[src/rtl/sdram_port_arbiter.sv]
// Shares one 8-bit SDRAM port between buffered loader writes and cassette reads.
// Define SDRAM_ARB_STATS_EN to add saturating write/read/starvation counters.
module sdram_port_arbiter #(
  parameter int unsigned AW          = 25,
  parameter int unsigned WFIFO_DEPTH = 4,
  parameter int unsigned MEM_LAT     = 6,
  parameter int unsigned STARVE_MAX  = 3
) (
  input  logic          clk_sys,
  input  logic          reset,
  input  logic          ld_wr,
  input  logic [AW-1:0] ld_addr,
  input  logic [7:0]    ld_data,
  output logic          ld_busy,
  output logic          ld_overflow,
  input  logic          cas_req,
  input  logic [AW-1:0] cas_addr,
  output logic          cas_ack,
  output logic [7:0]    cas_data,
  output logic [AW-1:0] mem_addr,
  output logic [7:0]    mem_din,
  output logic          mem_we,
  output logic          mem_rd,
  input  logic [7:0]    mem_dout,
  input  logic          mem_ready
`ifdef SDRAM_ARB_STATS_EN
  ,
  output logic [15:0]   stat_wr_cnt,
  output logic [15:0]   stat_rd_cnt,
  output logic [7:0]    stat_starve_cnt
`endif
);

  localparam int unsigned PW = $clog2(WFIFO_DEPTH) + 1;
  localparam int unsigned IW = PW - 1;
  localparam int unsigned LW = (MEM_LAT > 1) ? $clog2(MEM_LAT) : 1;
  localparam int unsigned SW = $clog2(STARVE_MAX + 1);

  typedef enum logic [1:0] {StIdle, StIssue, StWait, StDone} state_e;

  state_e          state_q, state_d;
  logic            op_wr_q, op_wr_d;
  logic [AW-1:0]   addr_q, addr_d;
  logic [7:0]      din_q, din_d;
  logic [LW-1:0]   lat_q, lat_d;
  logic [SW-1:0]   starve_q, starve_d;
  logic [PW-1:0]   wptr_q, wptr_d, rptr_q, rptr_d;
  logic            ovf_q, ovf_d;
  logic [7:0]      cas_data_q, cas_data_d;
  logic [AW+7:0]   fifo_q [WFIFO_DEPTH];
  logic [AW+7:0]   fifo_d [WFIFO_DEPTH];
  logic            fifo_empty, fifo_full, pop, push;
`ifdef SDRAM_ARB_STATS_EN
  logic [15:0]     stat_wr_q, stat_wr_d, stat_rd_q, stat_rd_d;
  logic [7:0]      stat_starve_q, stat_starve_d;
`endif

  // Pointers carry one extra wrap bit so full and empty are distinguishable.
  assign fifo_empty = (wptr_q == rptr_q);
  assign fifo_full  = (wptr_q[PW-1] != rptr_q[PW-1]) && (wptr_q[IW-1:0] == rptr_q[IW-1:0]);

  always_comb begin
    state_d    = state_q;
    op_wr_d    = op_wr_q;
    addr_d     = addr_q;
    din_d      = din_q;
    lat_d      = lat_q;
    starve_d   = starve_q;
    wptr_d     = wptr_q;
    rptr_d     = rptr_q;
    ovf_d      = ovf_q;
    cas_data_d = cas_data_q;
    fifo_d     = fifo_q;
    pop        = 1'b0;
    push       = 1'b0;
    mem_we     = 1'b0;
    mem_rd     = 1'b0;
    cas_ack    = 1'b0;
`ifdef SDRAM_ARB_STATS_EN
    stat_wr_d     = stat_wr_q;
    stat_rd_d     = stat_rd_q;
    stat_starve_d = stat_starve_q;
`endif

    unique case (state_q)
      StIdle: begin
        if (!fifo_empty && !(cas_req && starve_q == SW'(STARVE_MAX))) begin
          op_wr_d           = 1'b1;
          {addr_d, din_d}   = fifo_q[rptr_q[IW-1:0]];
          pop               = 1'b1;
          state_d           = StIssue;
        end else if (cas_req) begin
          op_wr_d = 1'b0;
          addr_d  = cas_addr;
          din_d   = 8'h00;
          state_d = StIssue;
`ifdef SDRAM_ARB_STATS_EN
          if (!fifo_empty && stat_starve_q != 8'hff) stat_starve_d = stat_starve_q + 8'd1;
`endif
        end
      end
      StIssue: begin
        if (mem_ready) begin
          mem_we  = op_wr_q;
          mem_rd  = !op_wr_q;
          lat_d   = LW'(MEM_LAT - 1);
          state_d = StWait;
        end
      end
      StWait: begin
        if (lat_q == '0) state_d = StDone;
        else             lat_d   = lat_q - LW'(1);
      end
      StDone: begin
        state_d = StIdle;
        if (!op_wr_q) begin
          cas_ack    = 1'b1;
          cas_data_d = mem_dout;
          starve_d   = '0;
`ifdef SDRAM_ARB_STATS_EN
          if (stat_rd_q != 16'hffff) stat_rd_d = stat_rd_q + 16'd1;
`endif
        end else begin
          if (!cas_req)                          starve_d = '0;
          else if (starve_q != SW'(STARVE_MAX))  starve_d = starve_q + SW'(1);
`ifdef SDRAM_ARB_STATS_EN
          if (stat_wr_q != 16'hffff) stat_wr_d = stat_wr_q + 16'd1;
`endif
        end
      end
      default: state_d = StIdle;
    endcase

    // A pop in the same cycle frees the slot, so a full FIFO still accepts.
    push = ld_wr && (!fifo_full || pop);
    if (push) begin
      fifo_d[wptr_q[IW-1:0]] = {ld_addr, ld_data};
      wptr_d                 = wptr_q + PW'(1);
    end
    if (ld_wr && !push) ovf_d = 1'b1;
    if (pop) rptr_d = rptr_q + PW'(1);
  end

  always_ff @(posedge clk_sys or posedge reset) begin
    if (reset) begin
      state_q    <= StIdle;
      op_wr_q    <= 1'b0;
      addr_q     <= '0;
      din_q      <= '0;
      lat_q      <= '0;
      starve_q   <= '0;
      wptr_q     <= '0;
      rptr_q     <= '0;
      ovf_q      <= 1'b0;
      cas_data_q <= '0;
      for (int i = 0; i < int'(WFIFO_DEPTH); i++) fifo_q[i] <= '0;
    end else begin
      state_q    <= state_d;
      op_wr_q    <= op_wr_d;
      addr_q     <= addr_d;
      din_q      <= din_d;
      lat_q      <= lat_d;
      starve_q   <= starve_d;
      wptr_q     <= wptr_d;
      rptr_q     <= rptr_d;
      ovf_q      <= ovf_d;
      cas_data_q <= cas_data_d;
      fifo_q     <= fifo_d;
    end
  end

`ifdef SDRAM_ARB_STATS_EN
  always_ff @(posedge clk_sys or posedge reset) begin
    if (reset) begin
      stat_wr_q     <= '0;
      stat_rd_q     <= '0;
      stat_starve_q <= '0;
    end else begin
      stat_wr_q     <= stat_wr_d;
      stat_rd_q     <= stat_rd_d;
      stat_starve_q <= stat_starve_d;
    end
  end

  assign stat_wr_cnt     = stat_wr_q;
  assign stat_rd_cnt     = stat_rd_q;
  assign stat_starve_cnt = stat_starve_q;
`endif

  assign ld_busy     = !fifo_empty || (state_q != StIdle && op_wr_q);
  assign ld_overflow = ovf_q;
  assign cas_data    = cas_ack ? mem_dout : cas_data_q;
  assign mem_addr    = (state_q != StIdle) ? addr_q : '0;
  assign mem_din     = (state_q != StIdle) ? din_q : '0;

endmodule

[config.mk]
export PLATFORM = sky130hd
export DESIGN_NAME = sdram_port_arbiter
export DESIGN_NICKNAME = d
export VERILOG_FILES = /design/src/rtl/sdram_port_arbiter.sv
export SDC_FILE = /design/constraint.sdc
export NUM_CORES = 1
export LEC_CHECK = 0
export CAP_MARGIN = 20
export CORE_MARGIN = 2
export CORE_UTILIZATION = 30
export DETAILED_ROUTE_END_ITERATION = 16
export PLACE_DENSITY_LB_ADDON = 0.15
export SLEW_MARGIN = 5
export SYNTH_ARGS = -nofsm -noshare
export SYNTH_HDL_FRONTEND = slang
export SYNTH_SLANG_ARGS = --single-unit
export TNS_END_PERCENT = 100
[constraint.sdc]
create_clock -name clk_sys -period 6.25 [get_ports clk_sys]
set_input_delay 0.625 -clock clk_sys [delete_from_list [all_inputs] [get_ports clk_sys]]
set_output_delay 0.625 -clock clk_sys [all_outputs]
set_load 0.005 [all_outputs]
==> results of run 1 <==
==> where the power goes <==
group	internal [mW]	switching [mW]
combinational	1.48	1.13
sequential	1.84	0.400
clock	0.678	0.491
==> through the flow <==
step / area, um2 / setup slack (ps) / instances / total power [mW] / utilization, %
floorplan: 8960 / 511 / 613 / 4.14 / -
global placement: 10300 / 2740 / 1086 / 4.82 / 34.9
detailed placement: 10300 / 2610 / 1086 / 4.95 / 34.9
CTS: 10900 / 2590 / 1118 / 6.15 / 37.0
global route: 10900 / 2380 / 1118 / 6.49 / 37.0
finish: 11000 / 2680 / 1119 / 6.03 / 37.0
==> synth_stat cells <==
master      n  share of area [%]
a311oi_1    2               0.20
o31ai_1     1              0.084
o31a_1      1              0.098
mux2_2     23                2.9
o41a_1      1               0.13
a211oi_1    1              0.084
o32a_1      1               0.11
xor2_1      2               0.20
dfrtp_1   188                 52
nor2_1      6               0.25
nor3_1      3               0.17
a22oi_1     2               0.17
buf_6       3               0.38
buf_12      9                2.0
o21ai_0    37                2.1
mux2_4     29                4.9
a21boi_0    1              0.084
ha_1       13                1.8
xnor2_1     4               0.39
nand3_1     1              0.056
clkbuf_1   13               0.54
buf_8       3               0.50
o22ai_1     2               0.14
nand2_1    39                1.6
xor2_4      2               0.61
mux4_2     33                8.3
inv_1      22               0.92
a31o_2      2               0.20
a21oi_1     2               0.11
buf_2       5               0.28
buf_4       3               0.25
mux2i_1    26                2.9
mux2_1     90                 11
o41ai_2     1               0.18
nor2b_1    37                2.6
nand2_8     4               0.89
o221a_2     1               0.13
==> worst paths after layout <==
| check | start | to | slack [ps] | cells after the start |
|---|---|---|---|---|
| min in group asynchronous | reset | cas_data_q[1]$_DFFE_PP0P_ | 780 | 2 |
| worst min-delay path | addr_q[6]$_DFFE_PP0P_ | addr_q[6]$_DFFE_PP0P_ | 470 | 2 |
| worst min register to register | addr_q[6]$_DFFE_PP0P_ | addr_q[6]$_DFFE_PP0P_ | 470 | 2 |
| worst max-delay path | state_q[0]$_DFFE_PP0P_ | fifo_q[10]$_DFFE_PP0P_ | 2680 | 6 |
| max in group asynchronous | reset | fifo_q[131]$_DFFE_PP0P_ | 4060 | 3 |
| worst max register to register | state_q[0]$_DFFE_PP0P_ | fifo_q[10]$_DFFE_PP0P_ | 2680 | 6 |
==> critical path, stage by stage (launching register included) <==
cell      delay, ps
dfrtp_1         420
inv_1           130
ha_2            780
a21boi_0        460
o41a_1          780
nand2_8         420
mux2_4          420
==> metal layers <==
metal  routed length (um)  up-vias
met5                    8        -
met1                 9490     2705
met4                  128        2
met2                 9910      109
met3                  950       14
li1                     -     2382
==> cell families after synthesis <==
family / after synthesis
mux: 201
xor+xnor: 8
buf+inv: 58
simple gates: 90
fa+ha+maj: 13
compound gates: 55
flops: 188
==> flip-flops by register name, indices dropped and copies added, names as in the netlist <==
name,count
cas_data_q,8
fifo_q,132
rptr_q,3
ld_overflow,1
din_q,8
wptr_q,3
lat_q,3
state_q,2
op_wr_q,1
starve_q,2
addr_q,25
==> final cells by class <==
| type | count | area [um2] |
|---|---|---|
| tap | 390 | 488 |
| clock buffer | 21 | 480 |
| antenna | 1 | 2.50 |
| inverter | 22 | 90.1 |
| multi-input combinational | 367 | 3840 |
| clock inverter | 11 | 156 |
| sequential | 188 | 4710 |
| timing repair buffer | 119 | 1180 |
| fill | 2795 | 18600 |
==> impl_metrics.yaml, run 1 <==
status:
  outcome: "complete, no violations"
clock_tree:
  clk_pin_slew_ps: 70
  ctsResizeCount: 0
  ctsHtreeMaxLevel: 4
  tritoncts: "done"
  clk_latency_ps: 430
  cts_buffers: 17
  postCtsSetupRepairBufs: 0
  clockBufferDepth: 2
  cts_root_buf: "clkbuf_16"
  clkSinkCount: 188
  ctsHoldBuffers: 0
job:
  drv_cap: 0
synth:
  yosys.area_share.simple_pct: 5.58
  synth_compound_area_share_pct: 3.77
  synth.mux.area_fraction_pct: 30.3
  synth_xor_area_share_pct: 1.20
  yosys_warnings: 0
  synth_nets: 697
  seq_area_frac_synth_pct: 52.5
  syn_inst: 613
  synth_top_family_by_area: "multiplexers"
  ys_ff_latch: 188
  netlist_area_um2: 8960
  ys_types: 37
  syn_area_per_cell_um2: 14.6
  synthAdderAreaFrac_pct: 1.81
floorplan:
  die-area_um2: 31300
  placementRows: 63
  coreArea_um2: 29600
  fp.dieH_um: 177
  io_pins: 117
  fp.dieW_um: 177
  start_util_pct: 30.3
timing:
  setup_violations: 0
  slew_violations: 0
  max_slew.worst_pin.slew_ps: 1020
  period_needed_ps: 3570
  setup_tns_ps: 0
  hold_viol_final: 0
  max-slew-margin-rel_pct: 31.9
  fin_worst_skew_ps: 17.8
  finalCritPeriodShare_pct: 57.1
  fin_hold_ws_ps: 469
  max_freq_ghz: 0.280
  rsz0062_at_grt: "false"
finish:
  mostFrequentLayoutCells: "186 x dfrtp_1, 116 x clkdlybuf4s50_1, 90 x mux2_1"
  area_growth_pct: 22.2
  drive_above_1_share_pct: 18.7
  final_common_cell: "dfrtp_1"
  fin_nets: 799
drt:
  wl_um: 20500
  dr.pass1.iters: 5
  drt_iter0_drc: 207
  ant_nets: 0
  vias: 5212
  wl_per_cell_um: 18.3
  drt-vias-per-instance: 4.66
  drc: 0
grt:
  top_usage_layer: "met2"
  grt_pass1_wl_um: 33000
  antenna_found_initial: 2
  grt_pass1_vias: 5766
  use_met2_pct: 23.0
  grt_max_degree: 126
  globalRouteOverflowTotal: 0
  gr-usage-met1_pct: 18.2
  globalRouteTotalUtil_pct: 13.9
  use_met3_pct: 3.80
power:
  ir_drop_uv: 274
  powerDensity_nw_per_um2: 550
  p_leak_nw: 4.74
worst_hold_path:
  hp-class: "reg -> reg"
critical_path:
  critPathMaxFanout: 38
  crit_required_ps: 6550
  arrival_ps: 3870
  critPathKind: "reg -> reg"
  critPathLaunchType: "flop"
  cp-end-kind: "flop"
placed_design:
  portBuffers: 116
  place.gp.congestion: 0.697
  dp_hpwl_um: 12800
Note: power is estimated with default switching activity, not from simulation.
==> run 2: changes to the inputs <==
==> constraint.sdc (replaced) <==
create_clock -name clk_sys -period 3.4 [get_ports clk_sys]
set_input_delay 0.34 -clock clk_sys [delete_from_list [all_inputs] [get_ports clk_sys]]
set_output_delay 0.34 -clock clk_sys [all_outputs]
set_load 0.005 [all_outputs]
==> run 2 against run 1 <==
  * Global-route usage increased by 0.17 points
  * Core utilization increased by 0.12 points
  * Critical path depth fell by 2
  * Clock skew is 6.2 ps lower
  * Register-to-register slack worse by 2100 ps
  * Largest power group unchanged
  * Highest routed layer unchanged
==> impl_metrics.yaml, run 2 (synthesis results as in run 1) <==
timing:
  rsz0062_at_grt: "false"
  finalCritPeriodShare_pct: 85.7
  layout_setup_ws_ps: 486
  fin_worst_skew_ps: 11.6
  setup_tns_ps: 0
  max_freq_ghz: 0.343
  period_needed_ps: 2910
  max_slew.worst_pin.slew_ps: 1010
  slew_violations: 0
  fin_hold_ws_ps: 337
  hold_viol_final: 0
  max-slew-margin-rel_pct: 32.3
  setup_violations: 0
critical_path:
  r2r_end: "fifo_q[19]$_DFFE_PP0P_"
  path_cells: "ha_1, nor2b_1, mux2_2, clkdlybuf4s50_1"
  r2r_cells: 6
  crit_family: "simple AND/OR/NAND/NOR gates"
  critPathKind: "reg -> out"
  critPathMaxFanout: 9
  slowest_stage: "nor2b_1"
  critPathLaunchType: "flop"
  cp_slowest_stage_delay_ps: 640
  startpoint: "state_q[0]$_DFFE_PP0P_"
  r2r_slack_ps: 540
  cp-end-kind: "primary output"
  worstReg2RegStart: "state_q[0]$_DFFE_PP0P_"
  arrival_ps: 2570
  crit_required_ps: 3060
  cp.buffers_inverters: 1
power:
  pwr-share-comb_pct: 45.7
  seqPwrFrac_pct: 36.3
  sw_frac_of_total_pct: 33.8
  ir_drop_uv: 449
  powerDensity_nw_per_um2: 1000
  power_frac_clock_pct: 18.0
  internal-power_mw: 7.29
  p_leak_nw: 4.77
  switchingPower_mw: 3.72
finish:
  drive_above_1_share_pct: 19.2
  post-route-util_pct: 37.2
  largestRegisters: "fifo_q (132), addr_q (25)"
  nFillCells: 2827
  largest_reg_flops: 132
  top_register: "fifo_q"
  final_common_cell: "dfrtp_1"
  fin_nets: 807
  mostFrequentLayoutCells: "186 x dfrtp_1, 116 x clkdlybuf4s50_1, 90 x mux2_1"
  area_growth_pct: 22.6
  fin_cells: 1126
clock_tree:
  ctsHtreeMaxLevel: 4
  clkSinkCount: 188
  clk_latency_ps: 430
  ctsHoldBuffers: 0
  tritoncts: "done"
  cts_root_buf: "clkbuf_16"
  postCtsSetupRepairBufs: 0
  ctsResizeCount: 0
  clk_pin_slew_ps: 70
  clockBufferDepth: 2
  cts_buffers: 17
drt:
  vias: 5231
  drt-vias-per-instance: 4.65
  drc: 0
  ant_nets: 0
  wl_per_cell_um: 18.5
  dr.pass1.iters: 4
  wl_um: 20800
  drt_iter0_drc: 218
grt:
  globalRouteTotalUtil_pct: 14.1
  top_usage_layer: "met2"
  grt_pass1_vias: 5850
  use_met3_pct: 3.59
  use_met2_pct: 24.3
  globalRouteOverflowTotal: 0
  antenna_found_initial: 2
  gr-usage-met1_pct: 17.8
  grt_max_degree: 73
  grt_pass1_wl_um: 33500
placed_design:
  portBuffers: 116
  dpl.cell_count: 1094
  place.gp.congestion: 0.675
  dp_hpwl_um: 13600
  post-place-ws_ps: 343
job:
  drv_cap: 0
floorplan:
  fp.dieH_um: 177
  fp.dieW_um: 177
  coreArea_um2: 29600
  placementRows: 63
  start_util_pct: 30.3
  io_pins: 117
  die-area_um2: 31300
status:
  outcome: "complete, no violations"
worst_hold_path:
  hp-class: "in -> async"
==> run 2: cell types whose count changed in the layout (fill, tap and decap cells not counted), sizes merged <==
| cell | previous run | this run |
|---|---|---|
| inv | 24 | 21 |
| clkinvlp | 3 | 2 |
| bufinv | 3 | 2 |
| clkinv | 3 | 7 |
| buf | 3 | 11 |
==> run 2: power groups by stage <==
stage	clock network (mW)	registers, mW	logic [mW]
after detailed placement	0	4.05	5.15
after floorplan	0	3.81	3.81
after global routing	2.15	4.15	5.58
after CTS	2.05	4.02	5.16
final	1.99	4.00	5.03
after global placement	0	3.94	4.98
==> run 2: metal layers <==
layer	wire length [um]	part of all wire, %
met5	11	0.053
met4	191	0.92
met3	859	4.1
met2	10300	50
met1	9410	45
==> run 2: worst max-delay path by stage <==
stage	to	slack [ps]	cells past startpoint
after floorplan	addr_q[0]$_DFFE_PP0P_	640	1
after global placement	fifo_q[25]$_DFFE_PP0P_	410	5
after CTS	cas_data[2]	420	4
final	cas_data[3]	490	4
after global routing	cas_data[4]	300	4
after detailed placement	fifo_q[15]$_DFFE_PP0P_	340	5
==> run 2: area by class of cell <==
cell class                 count  area (um2)  share of cell area (%)
clock buffer                  21         460                    4.19
clock inverter                10         118                    1.07
sequential                   188        4710                    42.9
multi-input combinational    367        3840                    35.0
timing repair buffer         127        1280                    11.7
tap                          390         488                    4.44
antenna                        1        2.50                  0.0228
inverter                      22        86.3                   0.786
==> run 2: stage by stage <==
stage	power [mW]	area (um2)
after floorplan	7.62	8970
after global placement	8.92	10400
after detailed placement	9.19	10400
after CTS	11.2	11000
after global routing	11.9	11000
final	11.0	11000
